[config.mk]
export PLATFORM = sky130hd
export DESIGN_NAME = blake2b_msg_sched
export DESIGN_NICKNAME = d
export VERILOG_FILES = /design/src/rtl/blake2b_msg_sched.sv
export SDC_FILE = /design/constraint.sdc
export NUM_CORES = 1
export LEC_CHECK = 0
export ABC_AREA = 1
export ABC_CLOCK_PERIOD_IN_PS = 7640
export CORE_UTILIZATION = 29
export DETAILED_ROUTE_END_ITERATION = 10
export DONT_BUFFER_PORTS = 1
export SYNTH_ARGS = -nofsm -noshare
export SYNTH_HDL_FRONTEND = slang
export SYNTH_SLANG_ARGS = --single-unit
[constraint.sdc]
create_clock -name clk_i -period 7.64 [get_ports clk_i]
set_input_delay 1.146 -clock clk_i [delete_from_list [all_inputs] [get_ports clk_i]]
set_output_delay 1.146 -clock clk_i [all_outputs]
set_load 0.1 [all_outputs]
[src/rtl/blake2b_msg_sched.sv]
// BLAKE2b message scheduler: buffers one 16-word block and streams it in SIGMA order for ROUNDS rounds.
// Define MSG_SCHED_DBUF_EN for a second bank so the next block loads while the current one streams.
module blake2b_msg_sched #(
  parameter int WORD_W = 64,
  parameter int ROUNDS = 12
) (
  input  logic              clk_i,
  input  logic              rst_i,
  input  logic              m_valid_i,
  output logic              m_ready_o,
  input  logic [WORD_W-1:0] m_data_i,
  output logic              w_valid_o,
  input  logic              w_ready_i,
  output logic [WORD_W-1:0] w_data_o,
  output logic [3:0]        w_round_o,
  output logic [3:0]        w_col_o,
  output logic              w_last_o,
  output logic              busy_o
);

  typedef enum logic {S_LOAD, S_STREAM} state_t;

  state_t     state, state_nxt;
  logic [4:0] ld_cnt;
  logic [3:0] rnd, col, row, sig;
  logic       m_xfer, w_xfer, ld_done, idle_full, swap;

  // Each row packs SIGMA[row][c] in nibble c (column 0 in the low nibble).
  function automatic logic [63:0] sigma_row(input logic [3:0] r);
    case (r)
      4'd1:    return 64'h357B20C16DF984AE;
      4'd2:    return 64'h491763EADF250C8B;
      4'd3:    return 64'h8F04A562EBCD1397;
      4'd4:    return 64'hD386CB1EFA427509;
      4'd5:    return 64'h91EF57D438B0A6C2;
      4'd6:    return 64'hB8293670A4DEF15C;
      4'd7:    return 64'hA2684F05931CE7BD;
      4'd8:    return 64'h5A417D2C803B9EF6;
      4'd9:    return 64'h0DC3E9BF5167482A;
      default: return 64'hFEDCBA9876543210;
    endcase
  endfunction

  // r never exceeds 15, so one conditional subtract implements r mod 10.
  assign row = (rnd >= 4'd10) ? rnd - 4'd10 : rnd;
  assign sig = sigma_row(row)[{col, 2'b00} +: 4];

  assign m_xfer  = m_valid_i & m_ready_o;
  assign w_xfer  = w_valid_o & w_ready_i;
  assign ld_done = m_xfer && (ld_cnt == 5'd15);

`ifdef MSG_SCHED_DBUF_EN
  logic              wr_bank, rd_bank;
  logic [WORD_W-1:0] mem [32];
  logic [4:0]        wr_addr, rd_addr;
  assign wr_addr   = {wr_bank, ld_cnt[3:0]};
  assign rd_addr   = {rd_bank, sig};
  // A load completing in the same cycle as the last stream word still counts as full.
  assign idle_full = ld_cnt[4] | ld_done;
`else
  logic [WORD_W-1:0] mem [16];
  logic [3:0]        wr_addr, rd_addr;
  assign wr_addr   = ld_cnt[3:0];
  assign rd_addr   = sig;
  assign idle_full = 1'b0;
`endif

  assign swap = ((state == S_LOAD) && ld_done) || (w_xfer && w_last_o && idle_full);

  always_ff @(posedge clk_i) begin
    if (rst_i) begin
      state  <= S_LOAD;
      ld_cnt <= '0;
      rnd    <= '0;
      col    <= '0;
`ifdef MSG_SCHED_DBUF_EN
      wr_bank <= 1'b0;
      rd_bank <= 1'b0;
`endif
    end else begin
      state <= state_nxt;
      if (swap)        ld_cnt <= '0;
      else if (m_xfer) ld_cnt <= ld_cnt + 5'd1;
      if (w_xfer) begin
        col <= col + 4'd1;
        if (col == 4'd15) rnd <= w_last_o ? 4'd0 : rnd + 4'd1;
      end
`ifdef MSG_SCHED_DBUF_EN
      if (swap) begin
        rd_bank <= wr_bank;
        wr_bank <= ~wr_bank;
      end
`endif
    end
  end

  always_ff @(posedge clk_i) begin
    if (m_xfer) mem[wr_addr] <= m_data_i;
  end

  always_comb begin
    state_nxt = state;
    case (state)
      S_LOAD:   if (ld_done) state_nxt = S_STREAM;
      S_STREAM: if (w_xfer && w_last_o) state_nxt = idle_full ? S_STREAM : S_LOAD;
      default:  state_nxt = S_LOAD;
    endcase
  end

  always_comb begin
    m_ready_o = 1'b0;
    w_valid_o = 1'b0;
    case (state)
      S_LOAD:   m_ready_o = 1'b1;
      S_STREAM: begin
        w_valid_o = 1'b1;
`ifdef MSG_SCHED_DBUF_EN
        m_ready_o = ~ld_cnt[4];
`endif
      end
      default: ;
    endcase
    w_last_o  = w_valid_o && (rnd == 4'(ROUNDS - 1)) && (col == 4'd15);
    w_round_o = rnd;
    w_col_o   = col;
    w_data_o  = mem[rd_addr];
    busy_o    = (state != S_LOAD) || (ld_cnt != 5'd0);
  end

endmodule

# Yosys cells after proc, flatten, opt, wreduce, memory -nomap -nowiden
# Memories as Yosys holds them, arrays and structs flattened.
# Index checks and enable logic that the tools add are counted.
# op_classes
order_cmp	1
muxes	9
add_sub_neg	4
bitwise	3
reduce_logical	9
n_shift	1
eq_ne	3
# op_table
operator	count
$shiftx A64 B7 Y4	1
$add A4 B1 Y4 const B	2
$eq A4 B4 Y1 const B	2
$mux W4	2
$mux W1	6
$add A5 B1 Y5 const B	1
$eq A5 B4 Y1 const B	1
$logic_and A1 B1 Y1	5
$reduce_bool A5 Y1	1
$ge A4 B4 Y1 const B	1
$sub A4 B4 Y4 const B	1
$and A1 B1 Y1	2
$pmux W1 S2	1
$reduce_and A2 Y1	1
$reduce_or A2 Y1	1
$logic_or A1 B1 Y1	1
$not A1 Y1	1
# word_totals
mem_bits_rw	1024
n_memories	2
wordCells	36
out_inout_bits	76
romBits	1024
in_bits	68
register_bits	14
# mem_list
memory	words	word_bits	read_ports	rd_clocked_by_memory_dff	write_ports	line_no	rtl
(no name shown)	16	64	1	0	0	30	case (r)
mem	16	64	1	0	1	61	logic [WORD_W-1:0] mem [16];

# Longest topological paths before layout
# Gate-level depths: netlist of the first run.
# logic_depth
depth_word	6
ltp_mapped	26
depth_no_buf	24

# Least setup slack after synthesis of the first run
# No wires, ideal clock.
# synth_timing
kind	reg-to-output
startpoint	register rnd[0] (netlist: w_round_o[0])
endpoint	output w_data_o[31]
t_required_ns	6.494
path_buffers	2
arrival_ns	4.589
slack_ns	1.905
path_stages_with_launch	25
cell_sequence	dfxtp_1 inv_1 ha_1 nor2_4 nand2_4 nand3_1 nand2_1 ha_1 inv_1 nand3_1 nand2_1 nor2_1 nor2_1 nand2_1 a21oi_2 nand2_2 nand2_4 buf_6 buf_2 nand2_1 nand2_1 nand2_1 nand3_1 nand3_1 nand2_1
# synth_between
elab_chain_len	5
elab_cells_between_ends	6
classes_between	add/sub: 1; order compare: 1; shift: 1; mux: 1; memory: 2
# synth_rtl
element	line_no	rtl
from (decl)	25	logic [3:0] rnd, col, row, sig;
from (signal assigned)	86	if (col == 4'd15) rnd <= w_last_o ? 4'd0 : rnd + 4'd1;
$sub A4 B4 Y4 or $ge A4 B4 Y1 (tied branches)	45	assign row = (rnd >= 4'd10) ? rnd - 4'd10 : rnd;
$mux W4 *	45	
$mem_v2 Z16 W64 *	-	
$shiftx A64 B7 Y4 *	46	assign sig = sigma_row(row)[{col, 2'b00} +: 4];
$mem_v2 Z16 W64 *	-	
to (decl)	14	output logic [WORD_W-1:0] w_data_o,
# Every way passes the cells marked *; elsewhere a longest branch is shown, timed or not.

# Final worst setup path of the first run
# layout_timing
startpoint	register rnd[3] (netlist: w_round_o[3])
endpoint	output w_data_o[17]
# The elaborated chain is that of the path after synthesis.

==> flow_summary.ini, run 1 <==
[outcome]
status = finished clean

[worst_hold_path]
hp-class = reg2reg
hp-start = ld_cnt[4]

[critical_path]
crit_slowest_cell = nand2_8
critPathTopFamily = simple AND/OR/NAND/NOR gates
reg2reg_from = state
cp.arrival_ps = 5860
crit_start = w_round_o[3]
cp.required_ps = 6490
cp_max_fo = 97
start_kind = flip-flop
crit_type = reg2out
endpoint_kind = primary output
slowest_delay_ps = 700
path_buf_inv = 5
worst_path_most_repeated_cell = nand2_1
worstPathCellList = buf_4, inv_2, nand2_1, nand2_1, ha_1, inv_1, nand3_1, nand2_1, nor2_1, nor2_1, nand2_1, a21oi_2, nand2_8, nand2_8, buf_12, nand2_1, nand2_1, nand2_1, nand3_1, nand3_1, nand2_1, buf_12

[yosys]
synth_fa_ha_area_frac = 0.00619
yosysUniqueCellTypes = 40
synth_mux_area_frac = 0
syn_area_um2 = 46500
synth-xor-area-share = 0
yosys.area_share.simple = 0.241
synth_area_leaders = edfxtp_1 66%, nand3_1 12%, nand2_1 8.9%
avgSynthCellArea_um2 = 10.5
syn_inst = 4419
synth_edf_count = 1024
seq_area_frac_synth = 0.667
synth_compound_area_frac = 0.00737
ys_seq_elements = 1038
yosys_most_used_dff = edfxtp_1
synth_top_cell_by_area = edfxtp_1
synth-async-reset-ratio = 0
synth_top_family_by_area = simple AND/OR/NAND/NOR gates
synthesis.nets = 4510
yosysWarningCount = 0
synth_top_area_share = 0.661

[route]
routedWlPerCell_um = 20.3
wl_met2_mm = 64.7
drc = 0
met1Wirelength_mm = 54.3
drt-total-wl_mm = 133
antenna_left = 0
drtIter0Drc = 2957
vias = 31900
dr_wl_met3_mm = 9.26
avgViaCountPerCell = 4.87
drt-pass1-iter-count = 7
topRoutingLayerUsed = met4

[global_routing]
grt_pass1_wl_mm = 198
grt_remaining_overflow = 0
antenna_found_initial = 0
first_global_vias = 31000
grt_use_total = 0.160
grt_max_degree = 171

[cts]
clock_latency_ps = 760
cts_sinks = 1038
clk_pin_slew_ps = 60
cts_tree = yes
ctsHoldBuffers = 0
ctsRootBufferMaster = clkbuf_16
cts_buffers = 108
htreeDepth = 3
cts_setup_buffers = 0
cts_resized = 0
clock_path_buffers = 3

[timing]
fin_crit_sh = 0.917
tightest_slew_ps = 1170
finalMaxSlewViolations = 0
slew_headroom = 0.220
fin_ws_ps = 632
setup_violations = 0
post-route-min-period_ps = 7010
setup-tns-final_ps = 0
hold_viol_final = 0
max_freq_mhz = 143
rsz0062_at_grt = no
final.setup_skew_ps = 49.7

[power_and_ir_drop]
netSwitchingFraction = 0.217
combPwrFrac = 0.037
clkPwrFrac = 0.446
ir_worst_vdd_mv = 0.183
p_leak_nw = 21.1
p_per_area_nw_per_um2 = 228
p_switching_w = 0.00265
total_power_w = 0.0122
internal-power_w = 0.00958
p_seq_frac = 0.517

[floorplan]
die-area_um2 = 162000
coreArea_um2 = 159000
die_h_um = 402
initial_core_util = 0.293
die_w_um = 402
rows = 146
ios = 144

[placement]
place.port_buffers = 0
gp_congestion = 0.853
pre_cts_slack_ps = 1420
dp_hpwl_mm = 66.9

[finish]
layout_commonest_cell = nand3_1
nets = 4477
multiInputGateArea_um2 = 12000
seqCellArea_um2 = 31000
syn_to_final_growth_pct = 15.2
diodes = 0
n_fill_cell = 15700
drive_gt1_frac = 0.0757
final_cell_mix = 1,136 x nand3_1, 1,103 x nand2_1, 1,024 x edfxtp_1

[job]
cap_violations = 0
metal layers:
layer	GRT usage	up-vias
li1	-	14900
met1	0.201	15700
met2	0.273	1053
met3	0.0304	245
met4	0.0621	0
met5	0	-
worst register-to-register path, cell delays in order, from the launching register on:
cell and delay, ps:
dfxtp_1 670, inv_1 960, nand2_1 410, inv_1 260, nand2_1 290, nor2_4 150, buf_4 570, buf_4 810
synth_stat cells (2+ instances only):
master / count
a21oi_1: 25
a31oi_1: 2
buf_1: 3
buf_2: 218
buf_4: 35
buf_6: 7
clkbuf_1: 15
dfxtp_1: 14
edfxtp_1: 1024
ha_1: 23
inv_1: 557
inv_2: 7
nand2_1: 1104
nand2_2: 7
nand2_4: 2
nand3_1: 1136
nand3_2: 3
nand3b_1: 128
nand4_1: 7
nor2_1: 55
nor2_4: 2
nor3_1: 4
nor4_1: 2
o21ai_0: 16
o21ai_1: 6
o31ai_1: 3
sequential cells by signal, indices dropped and copies added (netlist names):
register and cells:
w_round_o 4, mem 1024, ld_cnt 5, w_col_o 4
state 1
power by group through the flow:
stage	Combinational (W)	Sequential, W	Clock, W
floorplan	0.000273	0.00645	0
global placement	0.000461	0.00644	0
detailed placement	0.000462	0.00645	0
CTS	0.000464	0.00632	0.00557
global route	0.000478	0.00632	0.00577
finish	0.000456	0.00632	0.00545
per-stage QoR:
step / util / area (um2) / hold slack [ps] / std cells
after floorplan: - / 46500 / 445 / 4419
after global placement: 0.314 / 49900 / 452 / 6348
after detailed placement: 0.314 / 49900 / 457 / 6348
after CTS: 0.337 / 53600 / 410 / 6550
after global routing: 0.337 / 53600 / 433 / 6550
final: 0.337 / 53600 / 472 / 6550
logic make-up after synthesis:
group / Yosys count
simple gates: 2455
flops: 1038
buf+inv: 843
compound gates: 60
fa+ha+maj: 23
worst paths after layout:
kind / endpoint / slack, ps / cells after the start
max: w_data_o[17] / 630 / 22
min: ld_cnt[4] / 470 / 2
max reg2reg: mem[2][0] / 3080 / 7
min reg2reg: ld_cnt[4] / 470 / 2
final cells by class:
class                   instances  share of cell area
flip-flops and latches       1038               0.579
multi-input cells            2538               0.225
clock buffers                 129              0.0519
well taps                    2072              0.0484
inverters                     565              0.0399
repair buffers                135              0.0386
clock inverters                73              0.0171
No activity file was read; power rests on OpenSTA's default activity.
==> run 2: changes to the inputs <==
Settings changed: ABC_CLOCK_PERIOD_IN_PS 7640 to 5800.
Clock period 7.64 ns to 5.8 ns, I/O delays scaled along.
==> flow_summary.ini, run 2 (synthesis gave the netlist of run 1 again) <==
[timing]
finalMaxSlewViolations = 0
final.setup_skew_ps = 56.4
tightest_slew_ps = 1060
fin_ws_ps = 269
hold_viol_final = 0
setup-tns-final_ps = 0
hold_ws_ps = 218
slew_headroom = 0.291
max_freq_mhz = 181
setup_violations = 0
fin_crit_sh = 0.954
post-route-min-period_ps = 5530

[finish]
largest_reg_flops = 1024
utilization = 0.345
diodes = 0
reg.largest.list = mem: 1024 flops, ld_cnt: 5 flops
layout_commonest_cell = nand3_1
drive_gt1_frac = 0.0908
nets = 4538
syn_to_final_growth_pct = 17.7
final_cell_mix = 1,135 x nand3_1, 1,087 x nand2_1, 1,024 x edfxtp_1
regMostFlops = mem

[critical_path]
crit_type = reg2out
cp_max_fo = 28
reg2reg_from = state
start_kind = flip-flop
crit_start = w_round_o[0]
cp.required_ps = 4930
cp.arrival_ps = 4660
endpoint_kind = primary output

[cts]
clk_pin_slew_ps = 60
ctsRootBufferMaster = clkbuf_16
clock_latency_ps = 740
ctsHoldBuffers = 0
cts_tree = yes
cts_sinks = 1038
cts_buffers = 107
htreeDepth = 3
clock_path_buffers = 3

[global_routing]
first_global_vias = 30700
antenna_found_initial = 0
grt_max_degree = 139
grt_use_total = 0.160
grt_pass1_wl_mm = 198
grt_remaining_overflow = 0

[worst_hold_path]
hp-class = in2reg
hp-start = m_data_i[14]

[power_and_ir_drop]
p_leak_nw = 21.7
ir_worst_vdd_mv = 0.237
p_switching_w = 0.00344
p_per_area_nw_per_um2 = 291
netSwitchingFraction = 0.216
internal-power_w = 0.0125
clkPwrFrac = 0.439
p_seq_frac = 0.523
combPwrFrac = 0.038

[floorplan]
die-area_um2 = 162000
ios = 144
die_h_um = 402
rows = 146
initial_core_util = 0.293
die_w_um = 402
coreArea_um2 = 159000

[route]
drtIter0Drc = 3096
routedWlPerCell_um = 20.8
drt-pass1-iter-count = 6
antenna_left = 0
drt-total-wl_mm = 137
drc = 0
avgViaCountPerCell = 4.90
vias = 32400

[placement]
gp_congestion = 0.899
place.port_buffers = 0
pre_cts_slack_ps = 483
dp_hpwl_mm = 68.5

[job]
cap_violations = 0

[outcome]
status = finished clean
==> run 2: cell count changes in the layout (fill, tap and decap cells not counted), moves of 11 or more <==
cell / change
clkbuf_16: +13
buf_12: +11
nand2_1: -16
buf_16: +15
nand2_2: +13
buf_4: +11
==> run 2: through the flow <==
stage | std cells | total power (W) | area (um2)
6_report | 6610 | 0.0159 | 54800
5_1_grt | 6610 | 0.0164 | 54800
4_1_cts | 6580 | 0.0161 | 54100
3_5_place_dp | 6370 | 0.00910 | 50300
3_3_place_gp | 6370 | 0.00910 | 50300
2_1_floorplan | 4419 | 0.00885 | 46500
==> run 2: path summary, 6_finish.rpt <==
| kind | depth (start not counted) | slack [ps] | endpoint |
|---|---|---|---|
| setup reg to reg | 6 | 2480 | mem[2][37] |
| setup / recovery | 26 | 270 | w_data_o[23] |
| hold reg to reg | 2 | 470 | ld_cnt[4] |
| hold / removal | 0 | 220 | mem[1][14] |
==> run 2: worst max-delay path: stages (launching register included) <==
cell and delay, ps:
dfxtp_1 320, inv_1 50, ha_1 220, nor2_4 120
nand2_4 100, nand2_1 70, nand2_1 80, nand2_4 130
ha_1 220, nand3_2 190, inv_1 150, nand2_2 140
a21oi_2 230, nor2_1 70, nand2_1 50, nand2_1 50
nand2_1 120, bufinv_16 230, nand2_8 160, buf_16 200
bufbuf_16 350, nand2_1 60, nand3_1 90, nand3_1 80
nand3_1 100, nand2_1 110, buf_12 180
==> run 2: layout make-up <==
| type | count | area [um2] |
|---|---|---|
| Tap cell | 2072 | 2590 |
| Inverter | 565 | 2160 |
| Sequential cell | 1038 | 31000 |
| Timing Repair Buffer | 193 | 3230 |
| Clock buffer | 134 | 2800 |
| Clock inverter | 66 | 774 |
| Multi-Input combinational cell | 2542 | 12200 |
| Fill cell | 15500 | 104000 |
==> run 2: what timing repair did <==
action | CTS | global route
buffers inserted | 7 | 15
cloned | 3 | 15
gates resized for setup | 18 | 37
hold endpoints to repair | 0 | 0
pin swaps | 2 | 4
setup endpoints to repair | 64 | 64
==> run 2: per-layer routing <==
metal,wire (um),track usage,part of all wire,vias up
met3,10600,0.0282,0.077,199
met5,0,0,0,-
li1,-,-,-,15000
met2,65100,0.264,0.47,1205
met4,3800,0.0551,0.028,0
met1,57700,0.212,0.42,15900
==> run 2: power by group through the flow <==
| stage | Combinational (W) | Clock (W) | Sequential, W |
|---|---|---|---|
| 2_1_floorplan | 0.000359 | 0 | 0.00849 |
| 3_3_place_gp | 0.000610 | 0 | 0.00849 |
| 3_5_place_dp | 0.000611 | 0 | 0.00849 |
| 4_1_cts | 0.000613 | 0.00712 | 0.00833 |
| 5_1_grt | 0.000633 | 0.00740 | 0.00833 |
| 6_report | 0.000605 | 0.00698 | 0.00833 |
